File: config.mk
export PLATFORM = sky130hd
export DESIGN_NAME = mod_sigma0_flat
export DESIGN_NICKNAME = d
export VERILOG_FILES = /design/src/rtl/mod_sigma0_if.sv /design/src/rtl/mod_sigma0.sv /design/src/flat_wrapper.sv
export SDC_FILE = /design/constraint.sdc
export NUM_CORES = 1
export LEC_CHECK = 0
export CORE_MARGIN = 5
export CORE_UTILIZATION = 40
export CTS_BUF_LIST = sky130_fd_sc_hd__clkbuf_4 sky130_fd_sc_hd__clkbuf_8 sky130_fd_sc_hd__clkbuf_16
export DETAILED_ROUTE_END_ITERATION = 8
export PLACE_DENSITY = 0.76
export SLEW_MARGIN = 20
export SYNTH_ARGS = -nofsm -noshare
export SYNTH_HDL_FRONTEND = slang
export SYNTH_SLANG_ARGS = --single-unit
File: constraint.sdc
create_clock -name CLK -period 0.8 [get_ports CLK]
set_clock_uncertainty 0.05 [all_clocks]
set_input_delay 0.12 -clock CLK [delete_from_list [all_inputs] [get_ports CLK]]
set_output_delay 0.12 -clock CLK [all_outputs]
set_load 0.03 [all_outputs]
File: src/rtl/mod_sigma0_if.sv
// mod_sigma0_if: operand/result bundle for the registered sigma-0 unit.
// Build macro SIGMA0_SMALL_EN adds the SEL function-select signal.
//   IN_VALID, A, SEL (opt) : producer -> unit
//   Y, OUT_VALID           : unit -> consumer
interface mod_sigma0_if;
    logic        IN_VALID;
    logic [0:31] A;
`ifdef SIGMA0_SMALL_EN
    logic        SEL;
`endif
    logic [0:31] Y;
    logic        OUT_VALID;

`ifdef SIGMA0_SMALL_EN
    modport master (
        output IN_VALID, A, SEL,
        input  Y, OUT_VALID
    );
    modport slave (
        input  IN_VALID, A, SEL,
        output Y, OUT_VALID
    );
`else
    modport master (
        output IN_VALID, A,
        input  Y, OUT_VALID
    );
    modport slave (
        input  IN_VALID, A,
        output Y, OUT_VALID
    );
`endif
endinterface

File: src/rtl/mod_sigma0.sv
// mod_sigma0: registered SHA-256 big sigma 0, Y = ROTR2^ROTR13^ROTR22 of A.
// Macro SIGMA0_SMALL_EN adds small sigma 0 (ROTR7^ROTR18^SHR3) on SEL=1.
// Ports: CLK, RST_N (async active-low), bus (mod_sigma0_if.slave):
//   IN_VALID/A/SEL in, Y/OUT_VALID out; one-cycle latency, no stall.
module mod_sigma0 (
    input  logic        CLK,
    input  logic        RST_N,
    mod_sigma0_if.slave bus
);

    // Bit 0 is the MSB, so >> and << act on the numeric word value.
    function automatic logic [0:31] rotr(input logic [0:31] v, input int unsigned n);
        return (v >> n) | (v << (32 - n));
    endfunction

    function automatic logic [0:31] big_sigma0(input logic [0:31] v);
        return rotr(v, 2) ^ rotr(v, 13) ^ rotr(v, 22);
    endfunction

`ifdef SIGMA0_SMALL_EN
    function automatic logic [0:31] small_sigma0(input logic [0:31] v);
        return rotr(v, 7) ^ rotr(v, 18) ^ (v >> 3);
    endfunction
`endif

    logic [0:31] y_q, y_d;
    logic        valid_q, valid_d;
    logic [0:31] f_res;

    always_comb begin
`ifdef SIGMA0_SMALL_EN
        f_res = bus.SEL ? small_sigma0(bus.A) : big_sigma0(bus.A);
`else
        f_res = big_sigma0(bus.A);
`endif
    end

    // Y holds its last result across idle cycles.
    always_comb begin
        y_d     = y_q;
        valid_d = bus.IN_VALID;
        if (bus.IN_VALID) begin
            y_d = f_res;
        end
    end

    always_ff @(posedge CLK or negedge RST_N) begin
        if (!RST_N) begin
            y_q     <= '0;
            valid_q <= 1'b0;
        end else begin
            y_q     <= y_d;
            valid_q <= valid_d;
        end
    end

    assign bus.Y         = y_q;
    assign bus.OUT_VALID = valid_q;

endmodule

File: src/flat_wrapper.sv
// flat-port wrapper written by rule: the top's interface ports become plain ports
module mod_sigma0_flat 
  (CLK, RST_N, bus_IN_VALID, bus_A, bus_Y, bus_OUT_VALID);
  mod_sigma0_if bus_i ();
  input  logic CLK;
  input  logic RST_N;
  input wire logic [$bits(bus_i.IN_VALID)-1:0] bus_IN_VALID;
  input wire logic [$bits(bus_i.A)-1:0] bus_A;
  output wire logic [$bits(bus_i.Y)-1:0] bus_Y;
  output wire logic [$bits(bus_i.OUT_VALID)-1:0] bus_OUT_VALID;
  assign bus_i.IN_VALID = bus_IN_VALID;
  assign bus_i.A = bus_A;
  assign bus_Y = bus_i.Y;
  assign bus_OUT_VALID = bus_i.OUT_VALID;
  mod_sigma0 u_core (.CLK(CLK), .RST_N(RST_N), .bus(bus_i));
endmodule
==> impl_metrics.py <==
metrics = {
    "timing": {
        "rsz0062_at_grt": "yes",
        "finalHoldViolations": 0,
        "tightest_slew_ps": 185,
        "drv_slew": 0,
        "setup_viol": 65,
        "max_clock_freq_mhz": 980,
        "fin_crit_ps": 1020,
        "fin_setup_tns_ps": -8810,
        "post-route-period-util_pct": 128,
        "slew_headroom_pct": 87.7,
        "setup_ws_ps": -221,
    },
    "detailed_routing": {
        "ant_nets": 0,
        "num_vias": 1253,
        "drc": 0,
        "drt-vias-per-instance": 4.71,
        "wl_microns": 5110,
        "dr.pass1.iters": 4,
        "detail_route.wl_per_cell_microns": 19.2,
        "drt-initial-drc-count": 23,
    },
    "setup_path": {
        "criticalPathCategory": "reg -> out",
        "cp_cell_sequence": "buf_6",
        "cp_num_buf_inv": 1,
        "critPathTopFamily": "flip-flops",
        "cp-start-kind": "flop",
        "cpMaxStageDelayCell": "dfrtp_2",
        "critPathMaxStageDelay_ps": 420,
        "crit_path_end_kind": "output pin",
        "cp_data_arrival_time_ps": 850,
        "cp_max_fo": 2,
        "crit_required_ps": 630,
    },
    "logic_synthesis": {
        "yosys_warnings": 0,
        "ys_types": 6,
        "synth-seq-area-share_pct": 41.7,
        "ys_ff_latch": 33,
        "syn_nets": 136,
        "synth_area_sq_um": 1980,
        "synth_cells": 101,
        "syn-mean-instance-area_sq_um": 19.6,
    },
    "pwr": {
        "finalPower_mw": 6.56,
        "peakVddDrop_uv": 1400,
        "power_leakage_nw": 1.61,
        "power_density_nw_per_um2": 2080,
    },
    "global_route": {
        "grt_max_degree": 34,
        "track_usage_pct": 16.4,
        "grt_pass1_wl_microns": 7630,
        "antenna_found_initial": 0,
        "overflow": 0,
        "grt_pass1_vias": 1392,
    },
    "worst_hold_path": {
        "hp-class": "in -> async",
    },
    "status": {
        "outcome": "finished, violations left",
        "violations": "negative setup slack",
    },
    "run": {
        "maxCapViolCount": 0,
    },
    "die": {
        "ios": 68,
        "core_area_sq_um": 4750,
        "die-area_sq_um": 6450,
        "dieWidth_microns": 80.3,
        "die_h_microns": 80.3,
        "initial_core_util_pct": 41.6,
        "rows": 25,
    },
    "placement": {
        "placed_area_sq_um": 2820,
        "place_congestion": 0.773,
        "dp_hpwl_microns": 3560,
        "io_buffers": 67,
    },
    "cells_and_area": {
        "design_area_sq_um": 3150,
        "diodes": 0,
        "nets": 233,
        "area_growth_syn_to_layout_pct": 59.3,
        "drive_gt1_share_pct": 82.4,
    },
    "clock_network": {
        "htree_levels": 2,
        "cts_tree": "yes",
        "numClockSinks": 33,
        "clock_path_buffers": 2,
        "ctsHoldBuffers": 0,
        "path_clk_slew_ps": 70,
        "clk_latency_ps": 280,
        "clockRootBuffer": "clkbuf_8",
        "cts_buffers": 5,
    },
}
-- path summary, 6_finish.rpt --
kind	end	startpoint	slack, ps	depth (start not counted)
setup / recovery	bus_Y[25]	u_core.bus.Y[6]	-220	1
hold / removal	u_core.bus.Y[16]	RST_N	150	2
setup reg to reg	u_core.bus.Y[28]	u_core.bus.Y[28]	-160	2
hold reg to reg	u_core.bus.Y[11]	u_core.bus.Y[11]	480	1
max in group asynchronous	u_core.bus.Y[20]	RST_N	350	2
min in group CLK	u_core.bus.Y[0]	bus_A[12]	170	3
-- sequential cells by signal (all words and copies together), names as in the netlist --
name / flops
u_core.bus.Y: 32
u_core.bus.OUT_VALID: 1
-- through the flow --
step	util (%)	cells	setup slack [ps]	hold WS [ps]
4_1_cts	65.2	263	-225	161
5_1_grt	66.3	266	-256	171
6_report	66.3	266	-221	151
2_1_floorplan	-	101	-113	-226
3_5_place_dp	59.3	248	-762	453
3_3_place_gp	59.3	248	-740	450
-- cell type report --
class / count / area [sq um]
Tap cell: 67 / 83.8
Clock buffer: 8 / 97.6
Multi-Input combinational cell: 64 / 1170
Sequential cell: 33 / 866
Fill cell: 335 / 1600
Timing Repair Buffer: 94 / 931
-- routing by layer --
| layer | track usage (%) | wire (microns) | vias to the layer above |
|---|---|---|---|
| met3 | 4.71 | 315 | 11 |
| met5 | 0 | 0 | - |
| li1 | - | - | 563 |
| met4 | 5.74 | 123 | 0 |
| met2 | 28.0 | 2600 | 47 |
| met1 | 19.8 | 2080 | 632 |
-- power breakdown --
group          total, mW  switching (mW)  leakage [nW]  internal (mW)
Sequential          2.33           0.272         0.354           2.06
Clock               1.34           0.573        0.0523          0.769
Combinational       2.89            1.22          1.20           1.67
-- cell usage in the layout (no fill, tap or decap) --
cell              n
buf_6            51
xor3_1           32
dfrtp_2          32
buf_2            21
mux2_2           18
mux2_4           14
buf_4            13
clkbuf_8          6
clkdlybuf4s15_2   3
clkbuf_4          2
buf_12            2
buf_16            1
bufbuf_16         1
clkdlybuf4s50_1   1
clkdlybuf4s15_1   1
dfrtp_1           1
-- what timing repair did --
action / in CTS / in global routing
cloned: 2 / 0
endpoints found under the setup margin: 65 / 65
endpoints found under the hold margin: 0 / 0
resized for setup: 192 / 8
buffers inserted: 5 / 3
pin swaps: 21 / 0
-- cells in the mapped netlist --
| master | number | share of area (%) |
|---|---|---|
| buf_4 | 3 | 1.1 |
| dfrtp_1 | 33 | 42 |
| xor3_1 | 32 | 38 |
| mux2_4 | 1 | 0.76 |
| clkbuf_2 | 1 | 0.25 |
| mux2_2 | 31 | 18 |
-- cells by family after synthesis --
group	after synthesis	share of synthesized area (%)
buffers and inverters	4	1.39
muxes	32	18.4
xor gates and xnor gates	32	38.5
DFF	33	41.7
(Power assumes the default switching activity.)
